`src/rtl/vfp_stream_sink.sv`:
```
// Video frame sink for a 24-bit RGB AXI4-Stream: checks SOF/EOL framing against
// the configured geometry, accumulates a rotating checksum and reports per-frame status.
module vfp_stream_sink #(
  parameter int IMG_WIDTH  = 1920,
  parameter int IMG_HEIGHT = 1080
) (
  input  logic        ACLK,
  input  logic        ARESETN,
  input  logic        rgb_s_axis_tvalid,
  output logic        rgb_s_axis_tready,
  input  logic        rgb_s_axis_tuser,
  input  logic        rgb_s_axis_tlast,
  input  logic [23:0] rgb_s_axis_tdata,
  input  logic [7:0]  stall_pattern,
  output logic        frame_done,
  output logic        frame_ok,
  output logic [3:0]  err_flags,
  input  logic        err_clear,
  output logic [15:0] frame_count,
  output logic [31:0] frame_chksum
);

  localparam logic [11:0] LAST_COL = 12'(IMG_WIDTH - 1);
  localparam logic [11:0] LAST_ROW = 12'(IMG_HEIGHT - 1);

  typedef enum logic {WAIT_SOF, ACTIVE} state_t;

  state_t      state, state_nxt;
  logic [11:0] col, col_nxt;
  logic [11:0] row, row_nxt;
  logic [31:0] chk, chk_nxt, chk_rot;
  logic        bad, bad_nxt;
  logic [2:0]  ptr;
  logic        xfer;
  logic        line_end;
  logic [3:0]  err_set;
  logic        done_nxt;
  logic        ok_nxt;
  logic        sum_load;
  logic        count_inc;

  // Backpressure is a pure function of time, independent of tvalid.
  always_ff @(posedge ACLK or negedge ARESETN) begin
    if (!ARESETN) begin
      ptr               <= 3'd0;
      rgb_s_axis_tready <= 1'b0;
    end else begin
      ptr               <= ptr + 3'd1;
      rgb_s_axis_tready <= stall_pattern[ptr];
    end
  end

  assign xfer     = rgb_s_axis_tvalid & rgb_s_axis_tready;
  assign chk_rot  = {chk[30:0], chk[31]} ^ {8'h00, rgb_s_axis_tdata};
  assign line_end = rgb_s_axis_tlast | (col == LAST_COL);

  always_comb begin
    state_nxt = state;
    col_nxt   = col;
    row_nxt   = row;
    chk_nxt   = chk;
    bad_nxt   = bad;
    err_set   = 4'b0000;
    done_nxt  = 1'b0;
    ok_nxt    = frame_ok;
    sum_load  = 1'b0;
    count_inc = 1'b0;

    if (xfer) begin
      unique case (state)
        WAIT_SOF: begin
          if (rgb_s_axis_tuser) begin
            state_nxt = ACTIVE;
            col_nxt   = 12'd1;
            row_nxt   = 12'd0;
            chk_nxt   = {8'h00, rgb_s_axis_tdata};
            bad_nxt   = 1'b0;
          end else begin
            err_set[3] = 1'b1;
          end
        end
        ACTIVE: begin
          if (rgb_s_axis_tuser) begin
            // A stray SOF aborts the frame and restarts on this very beat.
            err_set[0] = 1'b1;
            done_nxt   = 1'b1;
            ok_nxt     = 1'b0;
            col_nxt    = 12'd1;
            row_nxt    = 12'd0;
            chk_nxt    = {8'h00, rgb_s_axis_tdata};
            bad_nxt    = 1'b0;
          end else begin
            chk_nxt = chk_rot;
            if (rgb_s_axis_tlast && (col != LAST_COL)) begin
              err_set[1] = 1'b1;
              bad_nxt    = 1'b1;
            end
            if (!rgb_s_axis_tlast && (col == LAST_COL)) begin
              err_set[2] = 1'b1;
              bad_nxt    = 1'b1;
            end
            if (line_end) begin
              col_nxt = 12'd0;
              if (row == LAST_ROW) begin
                done_nxt  = 1'b1;
                ok_nxt    = !bad_nxt;
                sum_load  = 1'b1;
                count_inc = !bad_nxt;
                row_nxt   = 12'd0;
                state_nxt = WAIT_SOF;
              end else begin
                row_nxt = row + 12'd1;
              end
            end else begin
              col_nxt = col + 12'd1;
            end
          end
        end
        default: state_nxt = WAIT_SOF;
      endcase
    end
  end

  always_ff @(posedge ACLK or negedge ARESETN) begin
    if (!ARESETN) begin
      state        <= WAIT_SOF;
      col          <= 12'd0;
      row          <= 12'd0;
      chk          <= 32'd0;
      bad          <= 1'b0;
      frame_done   <= 1'b0;
      frame_ok     <= 1'b0;
      frame_count  <= 16'd0;
      frame_chksum <= 32'd0;
      err_flags    <= 4'b0000;
    end else begin
      state      <= state_nxt;
      col        <= col_nxt;
      row        <= row_nxt;
      chk        <= chk_nxt;
      bad        <= bad_nxt;
      frame_done <= done_nxt;
      frame_ok   <= ok_nxt;
      if (sum_load) frame_chksum <= chk_nxt;
      if (count_inc) frame_count <= frame_count + 16'd1;
      // Clear wins over a coincident error so software never loses a clear.
      if (err_clear) err_flags <= 4'b0000;
      else           err_flags <= err_flags | err_set;
    end
  end

endmodule

```
`config.mk`:
```
export PLATFORM = sky130hd
export DESIGN_NAME = vfp_stream_sink
export DESIGN_NICKNAME = d
export VERILOG_FILES = /design/src/rtl/vfp_stream_sink.sv
export SDC_FILE = /design/constraint.sdc
export NUM_CORES = 1
export LEC_CHECK = 0
export CORE_MARGIN = 1.5
export CORE_UTILIZATION = 30
export CTS_BUF_LIST = sky130_fd_sc_hd__clkbuf_8
export CTS_CLUSTER_SIZE = 10
export DETAILED_ROUTE_END_ITERATION = 10
export DONT_BUFFER_PORTS = 1
export PLACE_DENSITY = 0.53
export SYNTH_ARGS = -nofsm -noshare
export SYNTH_HDL_FRONTEND = slang
export SYNTH_SLANG_ARGS = --single-unit
```
`constraint.sdc`:
```
create_clock -name ACLK -period 2.1 [get_ports ACLK]
set_clock_uncertainty 0.1 [all_clocks]
set_input_delay 0 -clock ACLK [delete_from_list [all_inputs] [get_ports ACLK]]
set_output_delay 0 -clock ACLK [all_outputs]
set_load 0.01 [all_outputs]
```
==> summary.txt, run 1 <==
Global routing
  – GRT overflow: 0
  – Initial antenna violation count: 0
  – Vias in the first global route: 4,439
  – First-pass GRT wire length: 22,700 um
  – Total track usage: 0.146
  – Largest net degree at the start of global routing: 117

Synthesis
  – Sequential fraction of the synthesis area: 0.509
  – Syn_nets: 575
  – Post-synth top area share: 0.509
  – Synth Flop Type: dfrtp_1
  – EDFF count, synth: 0
  – Area leader, netlist: dfrtp_1
  – Gate Count Post-Synth: 533
  – Synth cell count leaders: 116 x dfrtp_1, 47 x nand3_1, 44 x nor2_1
  – Ranking of synthesized cells by area: dfrtp_1 51%, mux2_2 5.9%, mux2i_1 4.4%, nand3_1 4.1%, o211ai_1 3.3%
  – Mean post-synth cell area: 10.7 um^2
  – Seq cells post-synth: 116
  – Most common cell in the netlist: dfrtp_1
  – YS warnings: 0
  – Ys async rst share: 1.00
  – Cell variety after synth: 58
  – Mapped Area: 5710 um^2

Power
  – Design internal power: 3780 uW
  – PwrDens: 729 nW/um^2
  – Gate power share: 0.099
  – Switch share: 0.260
  – Total power: 5100 uW
  – Sequential power share: 0.486
  – Peak supply drop: 0.000416 V
  – Leakage power: 0.00310 uW
  – Sw power: 1330 uW
  – Clk pwr share: 0.414

Clock network
  – Cts hold-fix bufs: 34
  – CTS tree: built
  – TritonCTS buffer count: 17
  – Root Buffer: clkbuf_8
  – Clock buffer depth: 2
  – Clock tree sinks: 116
  – Worst-skew pair later-pin latency: 0.44 ns
  – CTS clk-pin slew, worst paths: 0.08 ns
  – H-tree levels: 4

Floorplanning
  – # rows: 50
  – Chip Width: 141 um
  – Die Ht: 141 um
  – Die Area: 19,900 um^2
  – I/O pins: 93
  – Core area: 18,700 um^2
  – Initial Util: 0.305

Route
  – Final wirelength: 14,200 um
  – Vias per cell: 5.23
  – DRC: 0
  – Wire length per cell: 16.8 um
  – DR pass1 iterations: 5
  – Initial drt markers: 203
  – Post-route antenna net violation count: 0
  – Vias: 4,419

Setup path
  – Crit Path Max Fanout: 14
  – Type of the worst setup path: flip-flop to flip-flop
  – Crit. End Element: flip-flop
  – Startpoint Class: flip-flop
  – FF-to-FF Start: row[8]$_DFFE_PN0P_
  – CP startpoint: row[8]$_DFFE_PN0P_
  – Worst path required time: 2.37 ns
  – CP arrival: 2.31 ns

STA
  – Pins over their slew limit: 0
  – Hold slack: -0.842 ns
  – F_max: 0.489 GHz
  – Crit share post-route: 0.973
  – Slew HR: 0.701
  – Minimum clock period: 2.04 ns
  – Final worst-path setup slack: 0.0570 ns
  – Slew @ Worst Pin: 0.444 ns
  – Final hold vios: 116
  – Final-report setup violation count: 0

Flow run
  – Max cap viols: 0

Placed design
  – I/O Buffers: 0
  – Pre-CTS WS: 0.0103 ns
  – DP Wirelength: 9130 um
  – Final GP Congestion: 0.846

Final layout
  – Filler instances: 1,801
  – Layout net count: 640
  – Ant diodes: 0
  – Multi-input logic area: 2630 um^2
  – Flip-flop and latch area: 2910 um^2
  – Layout cells sized above 1: 0.200
  – Synth-to-layout area growth: 22.7%

Worst hold path
  – Min-Delay Path Class: primary input to asynchronous set/reset pin

Run status
  – Failing checks: negative hold slack
  – Status: finished with violations
timing repair:
action,CTS,global route
cloned,0,1
endpoints found under the setup margin,9,38
pin swaps,0,2
setup buffers,0,7
gates resized for setup,0,13
endpoints found under the hold margin,199,116
through the flow:
step / utilization / TNS [ns] / cells / cell area [um^2] / hold WS, ns
3_5_place_dp: 0.327 / 0 / 771 / 6130 / -0.392
4_1_cts: 0.368 / -0.112 / 837 / 6880 / -0.874
5_1_grt: 0.374 / -0.0239 / 845 / 7000 / -0.876
3_3_place_gp: 0.327 / 0 / 771 / 6130 / -0.390
2_1_floorplan: - / 0 / 533 / 5710 / -0.396
6_report: 0.374 / 0 / 845 / 7000 / -0.842
final timing paths:
kind	endpoint	slack, ns	cells after the start
worst max-delay path	frame_count[12]$_DFFE_PN0P_	0.06	6
worst min-delay path	frame_chksum[22]$_DFFE_PN0P_	-0.84	0
worst max register to register	frame_count[12]$_DFFE_PN0P_	0.06	6
worst min register to register	ptr[2]$_DFF_PN0_	0.39	1
max in group asynchronous	frame_count[10]$_DFFE_PN0P_	2.62	0
min in group ACLK	frame_ok$_DFFE_PN0P_	0.03	4
flip-flops by register name, summed over array words and instances, names as in the netlist:
name	flops
bad	1
chk	32
col	12
err_flags	4
frame_chksum	32
frame_count	16
frame_done	1
frame_ok	1
ptr	3
rgb_s_axis_tready	1
row	12
state	1
layer usage:
layer / routed length [um] / GRT usage / share of wire / vias up
met5: 0 / 0 / 0 / -
met4: 379 / 0.0669 / 0.027 / 0
met3: 944 / 0.0438 / 0.066 / 27
met2: 6740 / 0.233 / 0.47 / 127
met1: 6130 / 0.182 / 0.43 / 2179
li1: - / - / - / 2086
critical path: stages, from the launching register on:
cell     delay [ns]
dfrtp_2        0.44
nor4b_4        0.31
buf_4          0.17
nand4_1        0.16
buf_6          0.21
or4b_1         0.50
nand3_1        0.08
power groups by stage:
| stage | logic, uW | clock network, uW | registers (uW) |
|---|---|---|---|
| after global routing | 567 | 2260 | 2500 |
| after detailed placement | 402 | 0 | 2520 |
| final | 506 | 2110 | 2480 |
| after CTS | 490 | 2160 | 2480 |
| after floorplan | 327 | 0 | 2500 |
| after global placement | 388 | 0 | 2520 |
final cells by class:
| type | count | area share |
|---|---|---|
| tap | 234 | 0.0418 |
| sequential | 116 | 0.415 |
| timing repair buffer | 74 | 0.100 |
| clock inverter | 12 | 0.0184 |
| clock buffer | 20 | 0.0393 |
| multi-input combinational | 370 | 0.375 |
| inverter | 19 | 0.0102 |
cell usage in the layout (no fill, tap or decap), types with 20 or more instances in the layout:
master / netlist / routed
mux2i_1: 25 / 25
nand2_1: 42 / 42
buf_4: 1 / 35
inv_1: 19 / 20
nor2_1: 44 / 44
o211ai_1: 25 / 25
mux2_2: 30 / 30
clkbuf_8: 0 / 20
dfrtp_1: 116 / 114
dlygate4sd3_1: 0 / 33
nand3_1: 47 / 46
kinds of logic (layout without fill, tap and decap cells):
family	Yosys count	in the layout	share of synthesized area
simple gates	196	196	0.180
compound gates	87	87	0.113
buf+inv	47	125	0.0370
xor+xnor	22	22	0.0338
mux	61	61	0.119
fa+ha+maj	4	4	0.00877
flops	116	116	0.509
Power figures use the tool's default switching activity.
==> run 2, diff against run 1 <==
- CTS_CLUSTER_SIZE: 10 -> default
- MAX_ROUTING_LAYER: default -> met4
==> summary.txt, run 2 (synthesis gave the netlist of run 1 again) <==
Run status
  – Status: finished with violations
  – Failing checks: negative hold slack

STA
  – Minimum clock period: 2.04 ns
  – Final worst-path setup slack: 0.0609 ns
  – Final hold vios: 116
  – Hold slack: -0.840 ns
  – Pins over their slew limit: 0
  – Final-report setup violation count: 0
  – TNS Setup: 0 ns
  – Slew @ Worst Pin: 0.443 ns
  – Crit share post-route: 0.971
  – Slew HR: 0.701
  – F_max: 0.490 GHz

Route
  – Metal-1 WL: 6220 um
  – DR pass1 iterations: 6
  – Highest metal used: met4
  – Final wirelength: 14,100 um
  – Routed met2 length: 6650 um
  – Vias: 4,438
  – Post-route antenna net violation count: 0
  – DRC: 0
  – Wire length per cell: 16.7 um
  – Initial drt markers: 251
  – WL met3: 907 um
  – Vias per cell: 5.25

Floorplanning
  – # rows: 50
  – Initial Util: 0.305
  – I/O pins: 93
  – Chip Width: 141 um
  – Core area: 18,700 um^2
  – Die Area: 19,900 um^2
  – Die Ht: 141 um

Clock network
  – CTS clk-pin slew, worst paths: 0.08 ns
  – Root Buffer: clkbuf_8
  – CTS tree: built
  – TritonCTS buffer count: 17
  – Worst-skew pair later-pin latency: 0.43 ns
  – Clock buffer depth: 2
  – Clock tree sinks: 116
  – Cts hold-fix bufs: 34
  – H-tree levels: 4

Final layout
  – Final Non-Filler Cells: 845
  – Multi-input logic area: 2630 um^2
  – Util after Layout: 0.374
  – Layout net count: 640
  – Most frequent cells in the layout: 114 x dfrtp_1, 46 x nand3_1, 44 x nor2_1
  – Ant diodes: 0
  – Layout cells sized above 1: 0.200
  – Commonest non-fill, non-tap cell in the layout: dfrtp_1
  – Regs by FF count: chk (32), frame_chksum (32), frame_count (16)
  – Flip-flop and latch area: 2910 um^2
  – Filler instances: 1,801
  – Final instance area: 7000 um^2
  – Synth-to-layout area growth: 22.7%

Setup path
  – Worst path required time: 2.37 ns
  – CP arrival: 2.31 ns
  – Buffer and inverter count on the worst path: 2
  – Crit. End Element: flip-flop
  – Type of the worst setup path: flip-flop to flip-flop
  – Critical-path cell list: nor4b_4 -> buf_4 -> nand4_1 -> buf_6 -> or4b_1 -> nand3_1
  – Startpoint Class: flip-flop
  – CP top delay family: simple AND/OR/NAND/NOR gates
  – Crit Path Max Fanout: 14
  – Max stage delay cell, worst path: or4b_1
  – Max stage delay on crit path: 0.50 ns

Placed design
  – Placed instance count: 771
  – Final GP Congestion: 0.859
  – DP Wirelength: 9130 um
  – Pre-CTS WS: 0.0103 ns
  – Placed cell area: 6130 um^2
  – I/O Buffers: 0

Power
  – Peak supply drop: 0.000416 V
  – PwrDens: 727 nW/um^2
  – Leakage power: 0.00310 uW

Global routing
  – First-pass GRT wire length: 22,700 um
  – Total track usage: 0.150
  – GRT overflow: 0
  – Largest net degree at the start of global routing: 117
  – Initial antenna violation count: 0
  – Vias in the first global route: 4,457

Worst hold path
  – Min-Delay Path Class: primary input to asynchronous set/reset pin

Flow run
  – Max cap viols: 0
[run 2: cell counts in the layout (fill, tap and decap cells not counted)]
No cell type changed its count.
[run 2: power breakdown]
group	switching, uW	internal (uW)
clock	957	1150
sequential	109	2370
combinational	251	254
[run 2: cell type report]
type | instances | area share
Tap cell | 234 | 0.0418
Clock buffer | 20 | 0.0393
Inverter | 19 | 0.0102
Multi-Input combinational cell | 370 | 0.375
Timing Repair Buffer | 74 | 0.100
Clock inverter | 12 | 0.0184
Sequential cell | 116 | 0.415
[run 2: per-layer routing]
layer / track usage / vias to the layer above
met5: - / -
met4: 0.0669 / 0
met3: 0.0414 / 26
met2: 0.234 / 125
met1: 0.181 / 2195
li1: - / 2092
[run 2: repair_timing]
item                       in CTS  in global routing
gates resized for setup         0                 13
hold endpoints to repair      199                116
setup buffers                   0                  7
gates cloned                    0                  1
setup endpoints to repair       9                 38
pin swaps                       0                  2
[run 2: path summary, 6_finish.rpt]
path / startpoint / to / slack (ns) / cells after the start
max reg2reg: row[8]$_DFFE_PN0P_ / frame_count[12]$_DFFE_PN0P_ / 0.06 / 6
max in group asynchronous: ARESETN / err_flags[2]$_DFF_PN0_ / 2.60 / 0
min: ARESETN / chk[5]$_DFF_PN0_ / -0.84 / 0
min in group ACLK: rgb_s_axis_tuser / frame_ok$_DFFE_PN0P_ / 0.04 / 4
min reg2reg: ptr[2]$_DFF_PN0_ / ptr[2]$_DFF_PN0_ / 0.39 / 1
max: row[8]$_DFFE_PN0P_ / frame_count[12]$_DFFE_PN0P_ / 0.06 / 6
[run 2: per-stage QoR]
stage | total power (uW) | hold slack (ns)
after global routing | 5320 | -0.877
after detailed placement | 2930 | -0.392
after global placement | 2910 | -0.390
after CTS | 5140 | -0.874
after floorplan | 2820 | -0.396
final | 5090 | -0.840
==> run 3, diff against run 2 <==
- PLACE_DENSITY: 0.53 -> default
- PLACE_DENSITY_LB_ADDON: default -> 0.05
==> summary.txt, run 3 (synthesis gave the netlist of run 1 again) <==
Run status
  – Status: finished with violations
  – Failing checks: negative hold slack

Clock network
  – H-tree levels: 4
  – Worst-skew pair later-pin latency: 0.44 ns
  – Root Buffer: clkbuf_8
  – Clock buffer depth: 2
  – CTS clk-pin slew, worst paths: 0.07 ns
  – Clock tree sinks: 116
  – TritonCTS buffer count: 17
  – Cts hold-fix bufs: 35
  – CTS tree: built

Setup path
  – Type of the worst setup path: flip-flop to flip-flop
  – Crit. path cell count: 7
  – Crit. End Element: flip-flop
  – CP top delay family: simple AND/OR/NAND/NOR gates
  – Startpoint Class: flip-flop
  – Critical-path cell list: ha_2 -> and4_4 -> a31oi_2 -> nor3_4 -> buf_4 -> clkbuf_16 -> mux2_2
  – Worst path required time: 2.32 ns
  – Crit Path Max Fanout: 8
  – Max stage delay cell, worst path: dfrtp_1
  – CP arrival: 2.27 ns
  – Max stage delay on crit path: 0.39 ns
  – Buffer and inverter count on the worst path: 2
  – Worst r2r path cells: 7

Final layout
  – Most frequent cells in the layout: 115 x dfrtp_1, 47 x nand3_1, 44 x nor2_1
  – Layout net count: 651
  – Layout cells sized above 1: 0.206
  – Commonest non-fill, non-tap cell in the layout: dfrtp_1
  – Final instance area: 7080 um^2
  – Synth-to-layout area growth: 24.1%
  – Filler instances: 1,846
  – Regs by FF count: chk (32), frame_chksum (32), frame_count (16)
  – Util after Layout: 0.379
  – Ant diodes: 0

Worst hold path
  – Min-Delay Path Class: primary input to asynchronous set/reset pin

Route
  – Post-route antenna net violation count: 0
  – DRC: 0
  – Initial drt markers: 225
  – Vias: 4,454
  – DR pass1 iterations: 6
  – Final wirelength: 15,700 um
  – Wire length per cell: 18.4 um
  – Vias per cell: 5.20

Global routing
  – Initial antenna violation count: 0
  – GRT overflow: 0
  – Vias in the first global route: 4,711
  – Largest net degree at the start of global routing: 117
  – First-pass GRT wire length: 25,300 um
  – Total track usage: 0.168

STA
  – Final worst-path setup slack: 0.0546 ns
  – Final hold vios: 116
  – Crit share post-route: 0.974
  – Pins over their slew limit: 0
  – Slew HR: 0.658
  – Final-report setup violation count: 0
  – Slew @ Worst Pin: 0.508 ns
  – Minimum clock period: 2.05 ns
  – Hold slack: -0.836 ns
  – F_max: 0.489 GHz

Placed design
  – Pre-CTS WS: 0.0347 ns
  – Placed cell area: 6220 um^2
  – Final GP Congestion: 0.799
  – I/O Buffers: 0
  – DP Wirelength: 9930 um

Floorplanning
  – Core area: 18,700 um^2
  – Die Area: 19,900 um^2
  – Initial Util: 0.305
  – Die Ht: 141 um
  – I/O pins: 93
  – # rows: 50
  – Chip Width: 141 um

Power
  – PwrDens: 731 nW/um^2
  – Leakage power: 0.00317 uW
  – Peak supply drop: 0.000347 V

Flow run
  – Max cap viols: 0
[run 3: cell type report]
type,count,area [um^2],share of cell area
well taps,234,293,0.0413
multi-input cells,370,2600,0.368
flip-flops and latches,116,2900,0.410
inverters,19,71.3,0.0101
clock buffers,18,248,0.0350
clock inverters,14,161,0.0228
repair buffers,85,803,0.113
[run 3: power by group]
| part | switching (uW) | total (uW) | internal, uW |
|---|---|---|---|
| clock network | 990 | 2190 | 1200 |
| logic | 256 | 511 | 255 |
| registers | 108 | 2480 | 2370 |
| total | 1350 | 5180 | 3830 |
[run 3: through the flow]
step / cells / total power, uW / hold WS (ns) / TNS, ns
6_report: 856 / 5180 / -0.836 / 0
5_1_grt: 856 / 5440 / -0.880 / -0.157
4_1_cts: 849 / 5260 / -0.883 / 0
3_5_place_dp: 782 / 2940 / -0.389 / 0
3_3_place_gp: 782 / 2940 / -0.390 / 0
2_1_floorplan: 533 / 2820 / -0.396 / 0
[run 3: timing repair]
item                       in CTS  in global routing
buffers inserted                0                  4
hold endpoints to repair      199                116
setup endpoints to repair       0                 40
gates resized for setup         0                  9
[run 3: per-layer routing]
layer  vias up  track usage  routed length [um]
met5         -            -                   0
met2       105        0.266                7510
met3        18       0.0459                 802
met1      2220        0.207                7160
met4         0       0.0570                 270
li1       2111            -                   -
[run 3: path summary, 6_finish.rpt]
kind	slack, ns	from	end
max	0.05	col[1]$_DFFE_PN0P_	frame_chksum[13]$_DFFE_PN0P_
min	-0.84	ARESETN	col[3]$_DFFE_PN0P_
max reg2reg	0.05	col[1]$_DFFE_PN0P_	frame_chksum[13]$_DFFE_PN0P_
min reg2reg	0.38	ptr[2]$_DFF_PN0_	ptr[2]$_DFF_PN0_
max in group asynchronous	2.35	ARESETN	col[7]$_DFFE_PN0P_
min in group ACLK	0.03	rgb_s_axis_tuser	row[7]$_DFFE_PN0P_
[run 3: worst register-to-register path: cells and delay by family, from the launching register on]
family | cells | cell delay [ns]
and+or+nand+nor | 2 | 0.43
muxes | 1 | 0.33
adders and majority gates | 1 | 0.22
buffers and inverters | 2 | 0.34
AOI/OAI and AO/OA | 1 | 0.13
DFF | 1 | 0.39
